`config.mk`:
```
export PLATFORM = sky130hd
export DESIGN_NAME = mem_access_unit
export DESIGN_NICKNAME = d
export VERILOG_FILES = /design/src/rtl/mem_access_unit.sv
export SDC_FILE = /design/constraint.sdc
export NUM_CORES = 1
export LEC_CHECK = 0
export ABC_AREA = 1
export CELL_PAD_IN_SITES_DETAIL_PLACEMENT = 1
export CELL_PAD_IN_SITES_GLOBAL_PLACEMENT = 2
export CORE_MARGIN = 3
export CORE_UTILIZATION = 28
export CTS_BUF_LIST = sky130_fd_sc_hd__clkbuf_16
export CTS_CLUSTER_SIZE = 25
export DETAILED_ROUTE_END_ITERATION = 8
export GPL_TIMING_DRIVEN = 1
export PLACE_DENSITY_LB_ADDON = 0.05
export SYNTH_ARGS = -nofsm -noshare
export SYNTH_HDL_FRONTEND = slang
export SYNTH_SLANG_ARGS = --single-unit
```
`constraint.sdc`:
```
create_clock -name clk -period 7.8 [get_ports clk]
set_clock_uncertainty 0.15 [all_clocks]
set_input_delay 1.95 -clock clk [delete_from_list [all_inputs] [get_ports clk]]
set_output_delay 1.95 -clock clk [all_outputs]
set_load 0.01 [all_outputs]
```
`src/rtl/mem_access_unit.sv`:
```
// Byte/halfword/word load-store unit in front of a word-addressed data memory.
// Misaligned accesses are split into two word reads; stores use read-modify-write.
module mem_access_unit (
   input  logic        clk,
   input  logic        rst,
   input  logic        req_valid,
   output logic        req_ready,
   input  logic        req_write,
   input  logic [31:0] req_addr,
   input  logic [2:0]  req_size,
   input  logic [31:0] req_wdata,
   output logic        resp_valid,
   output logic [31:0] resp_rdata,
   output logic        resp_err,
   output logic [31:0] mem_access_addr,
   output logic [31:0] mem_wr_val,
   output logic        mem_write_en,
   output logic        mem_read_en,
   input  logic [31:0] mem_rd_val
);

   localparam logic [2:0] IDLE = 3'd0;
   localparam logic [2:0] RD0  = 3'd1;
   localparam logic [2:0] RD1  = 3'd2;
   localparam logic [2:0] WR0  = 3'd3;
   localparam logic [2:0] WR1  = 3'd4;
   localparam logic [2:0] RESP = 3'd5;

   logic [2:0]  state_q, state_d;
   logic [31:0] addr_q, wdata_q, buf0_q, buf1_q;
   logic [2:0]  size_q;
   logic        write_q;
   logic [31:0] addr_hold_q, wr_hold_q, rdata_hold_q;
   logic        err_hold_q;

   function automatic logic size_legal(input logic [2:0] s);
      case (s)
         3'b000, 3'b001, 3'b010, 3'b100, 3'b101: size_legal = 1'b1;
         default:                                size_legal = 1'b0;
      endcase
   endfunction

   function automatic logic [2:0] size_bytes(input logic [2:0] s);
      case (s[1:0])
         2'b00:   size_bytes = 3'd1;
         2'b01:   size_bytes = 3'd2;
         default: size_bytes = 3'd4;
      endcase
   endfunction

   logic        legal, crossing;
   logic [2:0]  nbytes;
   logic [1:0]  off;
   logic [5:0]  shamt;
   logic [31:0] w0, w1, load_val;
   logic [63:0] old64, shifted, wsh, merged;
   logic [7:0]  mask;

   always_comb begin
      legal    = size_legal(size_q);
      nbytes   = size_bytes(size_q);
      off      = addr_q[1:0];
      crossing = ({2'b00, off} + {1'b0, nbytes}) > 4'd4;
      w0       = {addr_q[31:2], 2'b00};
      w1       = w0 + 32'd4;
      shamt    = {1'b0, off, 3'b000};
      old64    = {buf1_q, buf0_q};
      shifted  = old64 >> shamt;
      case (size_q)
         3'b000:  load_val = {{24{shifted[7]}}, shifted[7:0]};
         3'b001:  load_val = {{16{shifted[15]}}, shifted[15:0]};
         3'b100:  load_val = {24'h0, shifted[7:0]};
         3'b101:  load_val = {16'h0, shifted[15:0]};
         default: load_val = shifted[31:0];
      endcase
      case (nbytes)
         3'd1:    mask = 8'h01 << off;
         3'd2:    mask = 8'h03 << off;
         default: mask = 8'h0f << off;
      endcase
      wsh    = {32'h0, wdata_q} << shamt;
      merged = old64;
      for (int i = 0; i < 8; i++) begin
         if (mask[i]) merged[8*i +: 8] = wsh[8*i +: 8];
      end
   end

   always_comb begin
      state_d = state_q;
      case (state_q)
         IDLE: begin
            if (req_valid) begin
               if (!size_legal(req_size))                                state_d = RESP;
               else if (req_write && req_size == 3'b010 && req_addr[1:0] == 2'b00) state_d = WR0;
               else                                                      state_d = RD0;
            end
         end
         RD0:     state_d = crossing ? RD1 : (write_q ? WR0 : RESP);
         RD1:     state_d = write_q ? WR0 : RESP;
         WR0:     state_d = crossing ? WR1 : RESP;
         WR1:     state_d = RESP;
         default: state_d = IDLE;
      endcase
   end

   // Address/data/response outputs fall back to held copies so they stay stable between uses.
   always_comb begin
      req_ready    = (state_q == IDLE);
      mem_read_en  = (state_q == RD0) || (state_q == RD1);
      mem_write_en = (state_q == WR0) || (state_q == WR1);
      resp_valid   = (state_q == RESP);
      case (state_q)
         RD0, WR0: mem_access_addr = w0;
         RD1, WR1: mem_access_addr = w1;
         default:  mem_access_addr = addr_hold_q;
      endcase
      case (state_q)
         WR0:     mem_wr_val = merged[31:0];
         WR1:     mem_wr_val = merged[63:32];
         default: mem_wr_val = wr_hold_q;
      endcase
      if (state_q == RESP) begin
         resp_err   = !legal;
         resp_rdata = (legal && !write_q) ? load_val : 32'h0;
      end else begin
         resp_err   = err_hold_q;
         resp_rdata = rdata_hold_q;
      end
   end

   always_ff @(posedge clk or posedge rst) begin
      if (rst) begin
         state_q      <= IDLE;
         addr_q       <= 32'h0;
         size_q       <= 3'b000;
         write_q      <= 1'b0;
         wdata_q      <= 32'h0;
         buf0_q       <= 32'h0;
         buf1_q       <= 32'h0;
         addr_hold_q  <= 32'h0;
         wr_hold_q    <= 32'h0;
         rdata_hold_q <= 32'h0;
         err_hold_q   <= 1'b0;
      end else begin
         state_q      <= state_d;
         addr_hold_q  <= mem_access_addr;
         wr_hold_q    <= mem_wr_val;
         rdata_hold_q <= resp_rdata;
         err_hold_q   <= resp_err;
         if (state_q == IDLE && req_valid) begin
            addr_q  <= req_addr;
            size_q  <= req_size;
            write_q <= req_write;
            wdata_q <= req_wdata;
         end
         if (state_q == RD0) buf0_q <= mem_rd_val;
         if (state_q == RD1) buf1_q <= mem_rd_val;
      end
   end

endmodule

```
; ---- Yosys cells after proc, flatten, opt, wreduce, memory -nomap -nowiden
; Cells that the tools add are included.
; Widths: inputs -> output; s select.
[word_totals]
output_inout_bits = 101
regBits = 232
[op_classes]
n_eq_ne = 17
n_shift = 5
addsub = 2
n_reduce_logical = 17
mux = 27
n_lt_le_gt_ge = 1
[ops]
columns = operator, count
row1 = $pmux 32 s2, 2
row2 = $pmux 32 s4, 1
row3 = $mux 32, 2
row4 = $mux 8, 8
row5 = $shl 32x5->64, 1
row6 = $shr 64x5->32, 1
row7 = $add 32x3->32 const B, 1
row8 = $eq 3x3->1 const B, 6
row9 = $pmux 8 s2, 1
row10 = $eq 3x2->1 const B, 5
row11 = $pmux 3 s5, 1
row12 = $eq 3x1->1 const B, 4
row13 = $mux 3, 4
row14 = $reduce_or 5->1, 2
row15 = $logic_not 3->1, 3
row16 = $shl 1x2->8 const A, 1
row17 = $shl 2x2->8 const A, 1
row18 = $shl 4x2->8 const A, 1
row19 = $mux 1, 6
row20 = $pmux 3 s2, 1
row21 = $add 2x3->4, 1
row22 = $gt 4x3->1 const B, 1
row23 = $logic_and 1x1->1, 4
row24 = $logic_not 2->1, 2
row25 = other kinds (6), 9

; ---- Depth between registers and ports, before layout
[depth]
ltp_word = 8
ltp_mapped = 12

; ---- Least setup slack after synthesis
; No wires, ideal clock.
[synth_path]
path_type = register -> output
from = reg size_q[1]
to = out mem_wr_val[22]
t_required_ns = 5.700
stages_incl_launch_ff = 11
arrival_ns = 1.820
path_slack_ns = 3.880
path_buffers = 1
path_cell_list = dfrtp_1 -> nor2_1 -> inv_1 -> ha_1 -> nand2_1 -> nand2_1 -> o21ai_0 -> buf_2 -> or2_2 -> nand3_1 -> nand2_1
[synth_between]
elab_chain_len = 6
[synth_lines]
columns = element, line
row1 = "start, declared", 31  ; logic [2:0] size_q;
row2 = "start signal, assigned", 152  ; size_q <= req_size;
row3 = $eq 2x1->1 / $logic_not 2->1 (equally long branches), 44  ; case (s[1:0])
row4 = $pmux 3 s2 *, 44
row5 = $eq 3x2->1 / $eq 3x1->1 (equally long branches), 76  ; case (nbytes)
row6 = $pmux 8 s2 *, 76
row7 = $mux 8, 84  ; if (mask[i]) merged[8*i +: 8] = wsh[8*i +: 8];
row8 = $pmux 32 s2 *, 117  ; case (state_q)
row9 = "end, declared", 16  ; output logic [31:0] mem_wr_val,
; Every way passes the cells marked *; elsewhere a longest branch is shown, timed or not.

; ---- Worst setup path in the final report
[layout_path]
from = reg size_q[1]
to = out mem_wr_val[23]
; Same word-level chain as after synthesis.

==> flow_metrics.env <==
export IMPL_drc_errors=0
export IMPL_cp_slowest_stage_delay_ns=0.63
export IMPL_ios=204
export IMPL_synth_net_count=1734
export IMPL_critPathSlowestCell="dfrtp_1"
export IMPL_grtUsageTotal=0.214
export IMPL_netlist_instances=1626
export IMPL_grt_pass1_vias=12100
export IMPL_drive_above_1_share=0.0615
export IMPL_layout_min_cycle_time_ns=6.16
export IMPL_gp_congestion=0.851
export IMPL_nFillCells=5132
export IMPL_placementRows=75
export IMPL_path_delay_family="buffers and inverters"
export IMPL_clockRootBuffer="clkbuf_16"
export IMPL_endpoint_kind="output port"
export IMPL_cts_resized=0
export IMPL_drtIter0Drc=863
export IMPL_clk_pin_slew_worst_paths_ns=0.06
export IMPL_start_util=0.287
export IMPL_grt_ovfl_total=0
export IMPL_clockBufferDepth=3
export IMPL_fin_area_um2=15700
export IMPL_syn_to_final_growth_pct=28.2
export IMPL_ys_top_cells_by_area="dfrtp_1 (48%), nand2_1 (16%), nand3_1 (5.1%), o21ai_0 (4.8%), nor2_1 (4.6%)"
export IMPL_post_cts_buffers=0
export IMPL_crit_path_max_fanout=22
export IMPL_insertion_delay_ns=0.57
export IMPL_critical_path_buf_inv_count=4
export IMPL_synth_largest_area_cell="dfrtp_1"
export IMPL_io_buffers=203
export IMPL_drv_cap=0
export IMPL_wl_per_cell_um=20.9
export IMPL_cts_tree="built"
export IMPL_grt_max_degree=125
export IMPL_cts_buffers=29
export IMPL_fin_setup_tns_ns=0
export IMPL_dr_pass1_iters=5
export IMPL_cp_common_cell="nand2_1"
export IMPL_antenna_found_initial=0
export IMPL_synth_top_area_share=0.475
export IMPL_dpl_cell_area_um2=14700
export IMPL_layout_commonest_cell="nand2_1"
export IMPL_ys_seq_elements=232
export IMPL_die_h_um=215
export IMPL_cts_sinks=232
export IMPL_tightest_slew_ns=1.27
export IMPL_die_w_um=215
export IMPL_report_final_slew_viol_count=0
export IMPL_rsz0062_at_grt="no"
export IMPL_peakVddDrop_mv=0.240
export IMPL_cts_hold_buffers=0
export IMPL_final_hold_violation_count=0
export IMPL_period_share=0.790
export IMPL_dp_hpwl_um=37800
export IMPL_ys_types=32
export IMPL_holdWs_ns=0.325
export IMPL_nets=1905
export IMPL_ant_nets=0
export IMPL_htreeDepth=1
export IMPL_cp_arrival_ns=4.06
export IMPL_place_inst=2343
export IMPL_vias_per_cell=4.85
export IMPL_criticalPathCategory="flop to output port"
export IMPL_synth_seq_area_share=0.475
export IMPL_grt_pass1_wl_um=76900
export IMPL_setup_viol_count_final=0
export IMPL_start_kind="flop"
export IMPL_core_area_um2=42500
export IMPL_power_density_nw_per_um2=508
export IMPL_leakage_nw=7.39
export IMPL_drt_wl_total_um=50200
export IMPL_stdcell_count=2397
export IMPL_syn_area_um2=12200
export IMPL_relSlewSlack=0.142
export IMPL_antenna_cells=0
export IMPL_syn_area_per_cell_um2=7.51
export IMPL_via_count=11600
export IMPL_layout_common_cells="nand2_1 (531), dfrtp_1 (231), clkdlybuf4s50_1 (203), nor2_1 (150), inv_1 (147)"
export IMPL_hp_class="flop to flop"
export IMPL_cp_cell_sequence="nor2_1 > buf_4 > inv_1 > ha_1 > nand2_1 > nand2_1 > o21ai_0 > inv_1 > nand2_1 > nand3_1 > nand2_1 > clkdlybuf4s50_1"
export IMPL_cp_data_required_time_ns=5.70
export IMPL_dieArea_um2=46200
export IMPL_outcome="finished, final reports clean"
export IMPL_fmaxAchievable_mhz=162
export IMPL_yosysWarnings=0
final timing paths:
check                            startpoint                to  cells past startpoint  slack [ns]
max in group asynchronous               rst         addr_q[0]                      3        4.68
max reg2reg                       size_q[1]     wr_hold_q[18]                     10        4.61
max                               size_q[1]    mem_wr_val[23]                     12        1.64
min                        rdata_hold_q[22]  rdata_hold_q[22]                      2        0.32
min reg2reg                rdata_hold_q[22]  rdata_hold_q[22]                      2        0.32
min in group asynchronous               rst        wdata_q[0]                      2        1.68
sequential cells by signal (all words and copies together), names as in the netlist:
name and cells:
addr_hold_q 32, rdata_hold_q 32, size_q 3, write_q 1
addr_q 32, state_q 3, wr_hold_q 32, buf0_q 32
wdata_q 32, buf1_q 32, err_hold_q 1
area by class of cell:
| class | count | area (um^2) | share of cell area |
|---|---|---|---|
| Sequential cell | 232 | 5810 | 0.371 |
| Multi-Input combinational cell | 1166 | 5480 | 0.350 |
| Timing Repair Buffer | 216 | 2140 | 0.137 |
| Clock buffer | 29 | 726 | 0.0463 |
| Tap cell | 577 | 722 | 0.0461 |
| Inverter | 152 | 574 | 0.0367 |
| Clock inverter | 25 | 214 | 0.0137 |
synthesized netlist by cell type:
master / number
mux2_1: 13
a22oi_1: 23
inv_1: 139
nor2_1: 150
nand3b_4: 1
nand4_1: 3
mux2_2: 15
ha_1: 4
o21ai_0: 116
nor2_4: 4
clkbuf_1: 20
or2_2: 11
nor3_4: 1
buf_1: 8
o21ai_4: 1
nand3_1: 124
nand2_1: 531
o21bai_1: 1
buf_4: 13
fa_1: 1
o21ai_1: 14
a21oi_1: 104
inv_2: 12
nor2_2: 3
clkinv_1: 1
nand3_2: 2
o211ai_1: 36
nand2_2: 7
clkbuf_2: 1
dfrtp_1: 232
buf_2: 34
xor2_1: 1
routing by layer:
layer  vias to the layer above  wire length [um]  share of wire  GRT usage
li1                       5587                 -              -          -
met1                      5752             24400           0.49      0.310
met2                       242             22600           0.45      0.345
met3                        51              1900          0.038     0.0254
met4                         0              1230          0.025     0.0479
met5                         -                 0              0          0
worst reg2reg max path, delay by kind of cell, from the launching register on:
family | cells | cell delay (ns)
flops | 1 | 0.63
compound gates | 1 | 0.45
fa+ha+maj | 1 | 0.39
buf+inv | 2 | 0.31
simple gates | 6 | 1.12
report_power, final:
part           switching (mW)  internal, mW
registers               0.471          1.79
clock network           0.552         0.803
logic                    2.74          1.59
total                    3.77          4.18
cells by family (layout without fill, tap and decap cells):
logic type	count (synthesis)	after routing	share of synthesized area
simple gates	837	837	0.281
compound gates	295	295	0.134
flops	232	232	0.475
buf+inv	228	422	0.0776
mux	28	28	0.0258
fa+ha+maj	5	5	0.00574
xor+xnor	1	1	0.000717
through the flow:
stage                     worst slack [ns]   util  power [mW]
final                                 1.64  0.368        7.95
after global routing                  1.30  0.368        8.58
after CTS                             1.60  0.368        8.05
after detailed placement              2.25  0.346        6.64
after global placement                2.34  0.346        6.59
after floorplan                       2.66      -        4.56
(Power assumes the default switching activity.)
